$ cat src/rtl/add_pipe.sv
// add_pipe: pipelined WIDTH-bit adder split into STAGES carry-chain segments.
// Each stage adds one SEG-bit segment plus the carry registered by the stage
// before it. Operands not yet consumed travel forward with the partial sum, so
// every segment of one transaction leaves the last stage together.
// The whole pipeline advances or holds as one unit. When the output holds a
// valid result that is not taken, every stage stalls and bubbles are not
// squeezed out.
//
// Optional build macro: ADD_PIPE_OVF_EN adds the ovf output. ovf reports
// signed two's-complement overflow of the result.
//
// Ports:
//   clk        clock, rising edge
//   reset      asynchronous reset, active low
//   a, b       operands, sampled on the input handshake
//   cin        carry-in to bit 0
//   in_valid   operands valid
//   in_ready   the pipeline can take operands this cycle (combinational)
//   q          sum a+b+cin mod 2^WIDTH (registered)
//   cout       carry out of bit WIDTH-1 (registered)
//   out_valid  q/cout valid (registered)
//   out_ready  the consumer takes the result this cycle
//   ovf        signed overflow flag (only with ADD_PIPE_OVF_EN, registered)
module add_pipe #(
  parameter int unsigned WIDTH  = 64,
  parameter int unsigned STAGES = 4
) (
  input  logic             clk,
  input  logic             reset,
  input  logic [WIDTH-1:0] a,
  input  logic [WIDTH-1:0] b,
  input  logic             cin,
  input  logic             in_valid,
  output logic             in_ready,
  output logic [WIDTH-1:0] q,
  output logic             cout,
  output logic             out_valid,
  input  logic             out_ready
`ifdef ADD_PIPE_OVF_EN
  ,
  output logic             ovf
`endif
);

  localparam int unsigned SEG  = WIDTH / STAGES;
  localparam int unsigned LAST = STAGES - 1;

  // Reject configurations that cannot be divided into equal segments.
  if ((STAGES < 1) || (STAGES > WIDTH) || ((WIDTH % STAGES) != 0)) begin : g_bad_cfg
    $error("add_pipe: WIDTH must be a multiple of STAGES, with 1 <= STAGES <= WIDTH");
  end

  // Stage k output register: the low (k+1) segments hold the sum and the upper
  // segments still hold operand a. bop_q carries operand b alongside it.
  logic [WIDTH-1:0]  acc_q [STAGES];
  logic [WIDTH-1:0]  acc_d [STAGES];
  logic [WIDTH-1:0]  bop_q [STAGES];
  logic [STAGES-1:0] c_q, c_d;
  logic [STAGES-1:0] v_q, v_d;

  // Stage inputs. Stage 0 reads the ports; stage k reads register k-1.
  logic [WIDTH-1:0]  a_s [STAGES];
  logic [WIDTH-1:0]  b_s [STAGES];
  logic [STAGES-1:0] c_s;
  logic [SEG:0]      seg_sum;

  logic adv;

  // Global advance: move when the output slot is empty or is being taken.
  assign adv      = ~v_q[LAST] | out_ready;
  assign in_ready = adv;

  // Per-stage segment add and next-state values.
  always_comb begin : stage_comb
    seg_sum = '0;
    v_d     = '0;
    c_d     = '0;
    c_s     = '0;
    a_s[0]  = a;
    b_s[0]  = b;
    c_s[0]  = cin;
    v_d[0]  = in_valid;
    for (int k = 1; k < STAGES; k++) begin
      a_s[k] = acc_q[k-1];
      b_s[k] = bop_q[k-1];
      c_s[k] = c_q[k-1];
      v_d[k] = v_q[k-1];
    end
    for (int k = 0; k < STAGES; k++) begin
      seg_sum  = {1'b0, a_s[k][k*SEG +: SEG]} + {1'b0, b_s[k][k*SEG +: SEG]}
               + (SEG+1)'(c_s[k]);
      acc_d[k] = a_s[k];
      acc_d[k][k*SEG +: SEG] = seg_sum[SEG-1:0];
      c_d[k]   = seg_sum[SEG];
    end
  end

  // Pipeline registers. All stages hold together when adv is low.
  always_ff @(posedge clk or negedge reset) begin : stage_regs
    if (!reset) begin
      for (int k = 0; k < STAGES; k++) begin
        acc_q[k] <= '0;
        bop_q[k] <= '0;
      end
      c_q <= '0;
      v_q <= '0;
    end else if (adv) begin
      for (int k = 0; k < STAGES; k++) begin
        acc_q[k] <= acc_d[k];
        bop_q[k] <= b_s[k];
      end
      c_q <= c_d;
      v_q <= v_d;
    end
  end

  assign q         = acc_q[LAST];
  assign cout      = c_q[LAST];
  assign out_valid = v_q[LAST];

`ifdef ADD_PIPE_OVF_EN
  // The top segment is added in the last stage. Its inputs still hold the
  // original operand sign bits.
  logic ovf_d, ovf_q;

  assign ovf_d = (a_s[LAST][WIDTH-1] == b_s[LAST][WIDTH-1]) &&
                 (acc_d[LAST][WIDTH-1] != a_s[LAST][WIDTH-1]);

  always_ff @(posedge clk or negedge reset) begin : ovf_reg
    if (!reset) begin
      ovf_q <= 1'b0;
    end else if (adv) begin
      ovf_q <= ovf_d;
    end
  end

  assign ovf = ovf_q;
`endif

endmodule
$ cat config.mk
export PLATFORM = sky130hd
export DESIGN_NAME = add_pipe
export DESIGN_NICKNAME = d
export VERILOG_FILES = /design/src/rtl/add_pipe.sv
export SDC_FILE = /design/constraint.sdc
export NUM_CORES = 1
export LEC_CHECK = 0
export ABC_AREA = 0
export CAP_MARGIN = 20
export CORE_MARGIN = 4
export CORE_UTILIZATION = 47
export CTS_BUF_LIST = sky130_fd_sc_hd__clkbuf_8 sky130_fd_sc_hd__clkbuf_16
export CTS_CLUSTER_DIAMETER = 40
export DETAILED_ROUTE_END_ITERATION = 7
export GPL_TIMING_DRIVEN = 0
export MAX_ROUTING_LAYER = met4
export PLACE_DENSITY = 0.69
export SYNTH_ARGS = -nofsm -noshare
export SYNTH_HDL_FRONTEND = slang
export SYNTH_SLANG_ARGS = --single-unit
export TNS_END_PERCENT = 10
$ cat constraint.sdc
create_clock -name clk -period 2.6 [get_ports clk]
set_input_delay 0.52 -clock clk [delete_from_list [all_inputs] [get_ports clk]]
set_output_delay 0.52 -clock clk [all_outputs]
set_load 0.05 [all_outputs]
## Word level (Yosys, flattened, before mapping)

Cells that the tools add are included.

| word-level totals | value |
|---|---|
| output and inout port bits | 67 |
| word-level logic and storage cells | 19 |
| bits in registers | 456 |

| cells by class | value |
|---|---|
| $add $sub $neg | 8 |
| bitwise operators | 2 |

Operators with widths:

| cell | count |
|---|---|
| adder 16 x 16 -> 17 bit | 4 |
| adder 17 x 1 -> 17 bit | 4 |
| inverter 1 bit | 1 |
| OR 1 bit | 1 |

## Logic depth before layout (Yosys ltp)

Gate-level depths: netlist of run 1.

| depth | value |
|---|---|
| depth after elaboration | 2 |
| mapped depth | 9 |

## Worst setup path before layout of run 1

Ideal clock, no wire load.

| path | value |
|---|---|
| path kind | register to register |
| start | reg c_q[1] |
| end | reg acc_q, in the netlist a_s[44] |
| data arrival time | 2.437 ns |
| data required time | 2.469 ns |
| slack | 0.032 ns |
| path buffers | 0 |
| stages on the path, launching flop included | 9 |
| clock period less this slack | 2.568 ns |
| cells stage by stage | dfrtp_1 fa_1 fa_1 a21o_1 a221oi_2 o31ai_4 a21oi_2 nor4b_1 or3_1 |

| between the ends | value |
|---|---|
| longest elaborated chain between the ends | 1 |

RTL lines:

| element | RTL line | RTL |
|---|---|---|
| start, declared | 58 | `logic [STAGES-1:0] c_q, c_d;` |
| start signal, assigned | 105 | `c_q <= '0;` |
| start signal, assigned | 112 | `c_q <= c_d;` |
| adder 17 x 1 -> 17 bit | 91 | `+ (SEG+1)'(c_s[k]);` |
| end signal, assigned by index | 109 | `acc_q[k] <= acc_d[k];` |
| end, declared | 55 | `logic [WIDTH-1:0] acc_q [STAGES];` |

Every way passes these cells.
A chain may end at the register's enable or synchronous reset.

## Worst setup path after layout of run 1

Same ends and word-level chain as after synthesis.

==> results.txt, run 1 <==
----------------------------------------------------
[STA]
  Maximum clock frequency ... 390.0 MHz
  Unrepaired setup endpoints after global routing ... true
  Count of endpoints failing hold in the final timing report ... 0
  Slew headroom ... 23.94%
  Period Utilization, post-route ... 98.61%
  Final Setup Violations ... 0
  Slack of the critical path ... 0.03618 ns
  Shortest clock period the worst path allows after layout ... between 2 and 3 ns
  Max-slew violation total from the final report ... 0
  Largest clock skew in the final design ... 0.01277 ns
  Least-Margin Pin Slew ... ~1.1 ns

[Pwr]
  Leak Pwr ... around 0.010 uW
  Worst voltage drop across the vdd grid ... 831.0 uV
  Part of the power in registers ... 33.7%
  Switching power as a share of total power ... 41.45%
  Relative contribution of combinational cells to total power ... 42.9%
  Power density relative to cell area ... 1364 nW/um2
  Clock power share ... 23.3%
  Internal portion of total power ... 16620 uW
  Reported net switching power ... 11770 uW

[Worst setup path]
  Largest fanout on the critical path ... 3
  Setup slack of the most critical reg-to-reg path ... between 0.03 and 0.04 ns
  Slowest stage cell on the critical path ... fa_2
  Startpoint type of the worst setup path ... flop
  Logic depth of the worst path, buffers included ... 8
  Worst endpoint required time ... 3.02 ns
  Depth of the worst register-to-register path ... 8
  Cell repeated most along the worst path ... fa_2
  CP Buf/Inv Count ... 0
  Crit path capture type ... flop
  Critical path start-end classification ... flop to flop
  Critical Path Max Stage Delay ... approximately 0.41 ns
  Critical path cell sequence ... fa_2 -> fa_2 -> a21o_1 -> a221oi_4 -> o31ai_4 -> a21oi_2 -> nor4b_1 -> or3_1
  Family of cells with the greatest summed delay on the critical path ... compound AO/OA/AOI/OAI gates
  Arrival time at the worst endpoint ... 2.99 ns

[Routing]
  Number of iterations in the first detailed-routing pass ... 5
  Detail Route met3 WL ... around 1900 um
  Met1 wire length ... 19700 um
  WL/cell ... 16.74 um
  Antenna-violating nets left ... 0
  Initial DRC count ... 683
  Top metal layer carrying routed signals ... met4
  Via count ... about 14000
  Met2 layer wire length in the routed design ... ~21000 um
  Vias per cell ... 5.142
  Final routed DRC violation total ... 0
  Total wirelength of the detailed-routed design ... 44010 um

[Layout]
  Post-layout nets ... 2339
  Proportion of layout cells with a drive suffix above 1 ... 5.658%
  Number of filler instances in the final layout ... 3072
  Fin util ... 60.26%
  Antenna diodes ... 0
  Area of the multi-input gates ... a little over 7000 um2
  FF/Latch Area ... 9009 um2
  Layout Area Growth over Synthesis ... 26.76%
  Highest-count cells in the layout ignoring fill and taps ... nand2_1 (948), dfrtp_1 (360), clkdlybuf4s50_1 (197), clkbuf_1 (75), a21oi_1 (70)
  Most common cell after layout, fill and taps aside ... nand2_1

[Synth]
  Post-synthesis register bit count ... 360
  Post-synthesis instance total ... between 1500 and 2000
  Number of enable-type register cells in the synthesized netlist ... 0
  Syn Nets ... 2087
  Total standard cell area after synthesis ... 16420 um2
  Sequential area share after synthesis ... 54.86%
  Dominant register cell in the synthesized netlist ... dfrtp_1
  Mean cell area of the mapped netlist ... 8.707 um2
  Synthesis warning total ... 0
  Async set-reset flop share out of synthesis ... 100.0%
  Post-synth cell types ... 60

[CTS]
  Number of clock buffers inserted by TritonCTS ... 45
  Worst-path clk slew ... 0.06 ns
  Longest Clk Path Bufs ... 3
  Clock tree from TritonCTS ... built
  Deepest level of the CTS H-tree ... 2
  Clock Tree Root ... clkbuf_16
  Sink count of the clock tree ... 360
  Clock latency on the worst-skew pair ... 0.55 ns

[Floorplan]
  Num rows ... 68
  Starting density of the core ... 47.54%
  Die Height ... 194.9 um
  Die area ... approximately 38000 um2
  I/O pin total ... 200
  Floorplan core area ... 34540 um2
  Die width ... 194.9 um

[Global route]
  Vias in the first global route ... 13398
  Aggregate global-route resource usage ... 23.64%
  First-pass GRT wire length ... 70590 um
  Global route overflow ... 0
  Maximum number of pins on one net before global-route repair ... 113
  Antenna violations before repair ... 0

[Place]
  Final weighted congestion in routability-driven placement ... 0.8848
  Setup Slack @ Placement ... -1.383 ns
  Count of input and output buffers ... 199
  Placed wire-length estimate after detailed placement ... between 30000 and 40000 um

[Worst hold path]
  Number of cells on the worst hold path ... 2
  Path class of the lowest-slack min-delay path ... flop to flop

[Run]
  Max-Cap Viols ... 0

[Outcome]
  Result of the run ... finished, final reports clean

----------------------------------------------------
-- Yosys cell counts, drive strengths merged (3+ instances only) --
cell type | count | area, um2
a2111oi | 4 | 47.55
a211oi | 8 | 60.06
a21o | 19 | 142.6
a21oi | 76 | 387.9
a221oi | 3 | 32.53
a31o | 4 | 35.03
a31oi | 8 | 50.05
and2 | 7 | 43.79
and3 | 8 | 50.05
and4 | 4 | 35.03
buf | 17 | 71.32
clkbuf | 77 | 289.0
dfrtp | 360 | 9009
fa | 8 | 160.2
ha | 60 | 750.7
inv | 13 | 48.80
mux2i | 5 | 50.05
nand2 | 948 | 3558
nand2b | 10 | 62.56
nand3 | 14 | 70.07
nand4 | 5 | 31.28
nor2 | 55 | 206.5
nor2b | 6 | 37.54
nor3 | 10 | 50.05
nor4b | 3 | 26.28
o211ai | 8 | 60.06
o21a | 13 | 97.59
o21ai | 53 | 265.3
o21bai | 3 | 22.52
o22ai | 3 | 18.77
o31ai | 6 | 58.81
xnor2 | 24 | 210.2
xor2 | 16 | 140.1
-- worst reg2reg max path, delay by kind of cell (launching register included) --
family	cells	cell delay, ns
AO/OA/AOI/OAI	4	0.85
adder cells (fa/ha/maj)	2	0.77
AND/OR/NAND/NOR	2	0.43
flip-flops	1	0.40
-- stage by stage --
stage | total power (uW) | cell area [um2] | setup TNS, ns | instances | hold WS [ns]
after floorplan | 17590 | 16420 | 0 | 1886 | 0.2244
after global placement | 21320 | 18980 | -5231.32 | 2540 | 0.4466
after detailed placement | 21620 | 19070 | -86.72 | 2543 | 0.4516
after CTS | 28430 | 20740 | -0.2313 | 2627 | 0.4683
after global routing | 30310 | 20820 | -0.5131 | 2629 | 0.4812
final | 28380 | 20820 | 0 | 2629 | 0.4642
-- layer usage --
metal  vias to the layer above  track usage, %
met5                         -               -
met4                         0           6.310
met3                        79           2.999
met2                       304           38.69
met1                      6510           31.56
li1                       6625               -
-- layout make-up --
cell class | instances | share of cell area [%]
clock inverter | 32 | 2.008
clock buffer | 51 | 5.807
tap | 455 | 2.735
multi-input combinational | 1418 | 33.95
sequential | 360 | 43.28
timing repair buffer | 206 | 10.13
inverter | 14 | 0.2705
buffer | 93 | 1.815
-- logic make-up after synthesis --
| logic type | share of synthesized area [%] |
|---|---|
| muxes | 0.3048 |
| DFF | 54.86 |
| adders and majority gates | 5.547 |
| xor gates and xnor gates | 2.133 |
| AOI/OAI and AO/OA | 8.801 |
| and+or+nand+nor | 25.84 |
| buffers and inverters | 2.515 |
-- timing repair --
action	4_1_cts	5_1_grt
cloned	0	0
hold buffers	1	0
gates resized for setup	16	19
buffers inserted	1	2
endpoints found under the setup margin	16	33
hold endpoints to repair	47	0
pin swaps	1	4
-- path summary, 6_finish.rpt --
path                                         to          startpoint
max                         a_s[44]$_DFFE_PN0P_  c_q[1]$_DFFE_PN0P_
min                          v_q[2]$_DFFE_PN0P_  v_q[2]$_DFFE_PN0P_
max reg2reg                 a_s[44]$_DFFE_PN0P_  c_q[1]$_DFFE_PN0P_
min reg2reg                  v_q[2]$_DFFE_PN0P_  v_q[2]$_DFFE_PN0P_
max in group asynchronous  a_s[159]$_DFFE_PN0P_               reset
min in group asynchronous  b_s[189]$_DFFE_PN0P_               reset
-- power groups by stage --
stage / clock network, uW / registers, uW / logic (uW)
after floorplan: 0 / 10900 / 6690
after global placement: 0 / 9590 / 11700
after detailed placement: 0 / 9640 / 12000
after CTS: 6740 / 9570 / 12100
after global routing: 7010 / 9840 / 13500
final: 6630 / 9570 / 12200
-- registers in the layout (all words and copies together) (netlist names) --
signal,flops
a_s,192
c_q,4
v_q,4
q,64
b_s,96
(Power assumes the default switching activity.)
==> run 2: changes to the inputs <==
Settings changed: CTS_BUF_LIST sky130_fd_sc_hd__clkbuf_8 sky130_fd_sc_hd__clkbuf_16 to sky130_fd_sc_hd__clkbuf_4 sky130_fd_sc_hd__clkbuf_8 sky130_fd_sc_hd__clkbuf_16.
==> run 2 against run 1 <==
  * Combinational power about the same
  * Maximum frequency increased by 0.19%
  * Power increased by 0.21%
  * First-iteration DRC count increased by 0.73%
  * Largest cell class unchanged
  * Highest routed layer unchanged
  * Routed wire length increased by 0.36%
==> results.txt, run 2 (synthesis results as in run 1) <==
----------------------------------------------------
[Layout]
  Number of filler instances in the final layout ... 3072 (unchanged)
  Antenna diodes ... 0 (unchanged)
  Flip-flop count of the largest register, all copies and words added ... 192 (unchanged)
  Proportion of layout cells with a drive suffix above 1 ... 5.796% (+0.14 points)
  Fin util ... 60.29% (about the same)
  Post-layout nets ... 2339 (unchanged)
  Post-layout instance area ... 20830 um2 (about the same)
  Most common cell after layout, fill and taps aside ... nand2_1
  Highest-count cells in the layout ignoring fill and taps ... nand2_1 (948), dfrtp_1 (360), clkdlybuf4s50_1 (197), clkbuf_1 (75), a21oi_1 (70)
  Layout Area Growth over Synthesis ... 26.83% (about the same)

[Worst setup path]
  Critical R2R Capture ... a_s[44]$_DFFE_PN0P_
  Startpoint type of the worst setup path ... flop
  Critical path cell sequence ... fa_2 -> fa_2 -> a21o_1 -> a221oi_4 -> o31ai_4 -> a21oi_2 -> nor4b_1 -> or3_1
  Reg2Reg Launch Point ... c_q[1]$_DFFE_PN0P_
  Family of cells with the greatest summed delay on the critical path ... compound AO/OA/AOI/OAI gates
  Slowest stage cell on the critical path ... fa_2
  Critical path start-end classification ... flop to flop
  Depth of the worst register-to-register path ... 8 (unchanged)
  Largest fanout on the critical path ... 3 (unchanged)
  CP Buf/Inv Count ... 0 (unchanged)
  Critical Path Max Stage Delay ... 0.41 ns (about the same)
  Setup slack of the most critical reg-to-reg path ... 0.04 ns (about the same)
  Crit path capture type ... flop
  Arrival time at the worst endpoint ... 2.98 ns (about the same)
  Worst endpoint required time ... 3.03 ns (about the same)
  Cell repeated most along the worst path ... fa_2

[STA]
  Final Setup Violations ... 0 (unchanged)
  Slew headroom ... 21.16% (-2.8 points)
  Count of endpoints failing hold in the final timing report ... 0 (unchanged)
  Unrepaired setup endpoints after global routing ... true
  Largest clock skew in the final design ... 0.01264 ns (-0.0001360 ns)
  Maximum clock frequency ... 390.8 MHz (+0.19%)
  Period Utilization, post-route ... 98.42% (-0.19 points)
  Least-Margin Pin Slew ... 1.183 ns (+0.04172 ns)
  Max-slew violation total from the final report ... 0 (unchanged)
  Shortest clock period the worst path allows after layout ... 2.559 ns (-0.004987 ns)

[Global route]
  Aggregate global-route resource usage ... 23.63% (about the same)
  Global route overflow ... 0 (unchanged)
  First-pass GRT wire length ... 70590 um (unchanged)
  Antenna violations before repair ... 0 (unchanged)
  Maximum number of pins on one net before global-route repair ... 113 (unchanged)
  Vias in the first global route ... 13393 (-0.037%)

[Place]
  Final weighted congestion in routability-driven placement ... 0.8848 (unchanged)
  Count of input and output buffers ... 199 (unchanged)
  Placed wire-length estimate after detailed placement ... 32680 um (unchanged)
  Placed Area ... 19070 um2 (unchanged)

[Routing]
  Top metal layer carrying routed signals ... met4
  WL/cell ... 16.80 um (+0.36%)
  Detail Route met3 WL ... 1904 um (+1.1%)
  Vias per cell ... 5.136 (-0.12%)
  Via count ... 13502 (-0.12%)
  Final routed DRC violation total ... 0 (unchanged)
  Total wirelength of the detailed-routed design ... 44170 um (+0.36%)
  Number of iterations in the first detailed-routing pass ... 5 (unchanged)
  Antenna-violating nets left ... 0 (unchanged)
  Met1 wire length ... 19760 um (+0.32%)
  Met2 layer wire length in the routed design ... 21390 um (+0.60%)
  Initial DRC count ... 688 (+0.73%)

[Floorplan]
  Die area ... 37990 um2 (unchanged)
  Floorplan core area ... 34540 um2 (unchanged)
  Die width ... 194.9 um (unchanged)
  Num rows ... 68 (unchanged)
  I/O pin total ... 200 (unchanged)
  Starting density of the core ... 47.54% (unchanged)
  Die Height ... 194.9 um (unchanged)

[Pwr]
  Total chip power ... 28440 uW (+0.21%)
  Worst voltage drop across the vdd grid ... 831.8 uV (about the same)
  Power density relative to cell area ... 1366 nW/um2 (+0.16%)
  Leak Pwr ... 0.01029 uW (about the same)

[Run]
  Max-Cap Viols ... 0 (unchanged)

[Worst hold path]
  Path class of the lowest-slack min-delay path ... flop to flop
  Hold Path End ... v_q[2]$_DFFE_PN0P_
  Hold Startpoint ... v_q[2]$_DFFE_PN0P_
  Number of cells on the worst hold path ... 2 (unchanged)

[CTS]
  Clock latency on the worst-skew pair ... 0.55 ns (about the same)
  Sink count of the clock tree ... 360 (unchanged)
  Longest Clk Path Bufs ... 3 (unchanged)
  Deepest level of the CTS H-tree ... 2 (unchanged)
  Clock tree from TritonCTS ... built
  Worst-path clk slew ... 0.06 ns (about the same)
  Clock Tree Root ... clkbuf_16
  Number of clock buffers inserted by TritonCTS ... 45 (unchanged)

[Outcome]
  Result of the run ... finished, final reports clean

----------------------------------------------------
-- run 2: changes by cell type in the layout (fill, tap and decap cells not counted), sizes merged --
cell    change
clkbuf      +3
inv         -3
-- run 2: worst max path at each step --
| stage | from | to | slack, ns | cells after the start |
|---|---|---|---|---|
| 6_report | c_q[1]$_DFFE_PN0P_ | a_s[44]$_DFFE_PN0P_ | 0.04 | 8 |
| 5_1_grt | c_q[1]$_DFFE_PN0P_ | a_s[44]$_DFFE_PN0P_ | -0.09 | 8 |
| 4_1_cts | c_q[1]$_DFFE_PN0P_ | a_s[44]$_DFFE_PN0P_ | -0.06 | 8 |
| 3_5_place_dp | out_ready | in_ready | -1.38 | 8 |
| 3_3_place_gp | reset | a_s[160]$_DFFE_PN0P_ | -14.31 | 1 |
| 2_1_floorplan | c_q[1]$_DFFE_PN0P_ | a_s[44]$_DFFE_PN0P_ | 0.03 | 8 |
-- run 2: routing by layer --
| metal | global-route usage (%) | vias up |
|---|---|---|
| met3 | 2.999 | 77 |
| met1 | 31.58 | 6522 |
| li1 | - | 6618 |
| met2 | 38.65 | 285 |
| met5 | - | - |
| met4 | 6.310 | 0 |
-- run 2: tightest hold or removal path, delay by kind of cell, from the launching register on --
family | cells | cell delay [ns]
and+or+nand+nor | 2 | 0.10
DFF | 1 | 0.34
-- run 2: per-stage QoR --
stage | hold WS [ns] | setup TNS, ns | worst slack (ns) | instances
2_1_floorplan | 0.2244 | 0 | 0.03160 | 1886
3_3_place_gp | 0.4466 | -5231.32 | -14.31 | 2540
3_5_place_dp | 0.4516 | -86.72 | -1.383 | 2543
4_1_cts | 0.4683 | -0.2316 | -0.06345 | 2627
5_1_grt | 0.4812 | -0.5195 | -0.08883 | 2629
6_report | 0.4646 | 0 | 0.04117 | 2629
-- run 2: area by class of cell --
type	count	area (um2)	share of cell area, %
multi-input cells	1418	7067	33.93
repair buffers	206	2110	10.13
clock buffers	54	1231	5.912
clock inverters	29	406.6	1.953
flip-flops and latches	360	9009	43.26
plain buffers	93	377.9	1.814
well taps	455	569.3	2.734
inverters	14	56.30	0.2704
-- run 2: repair_timing --
action,4_1_cts,5_1_grt
endpoints found under the hold margin,47,0
pin swaps,1,4
setup endpoints to repair,16,33
gates resized for setup,16,19
buffers inserted,1,2
hold buffers,1,0
-- run 2: power by group --
part	total [uW]	switching [uW]	internal, uW
Combinational	12200	7740	4450
Clock	6680	2530	4150
Sequential	9570	1510	8060
Total	28400	11800	16700
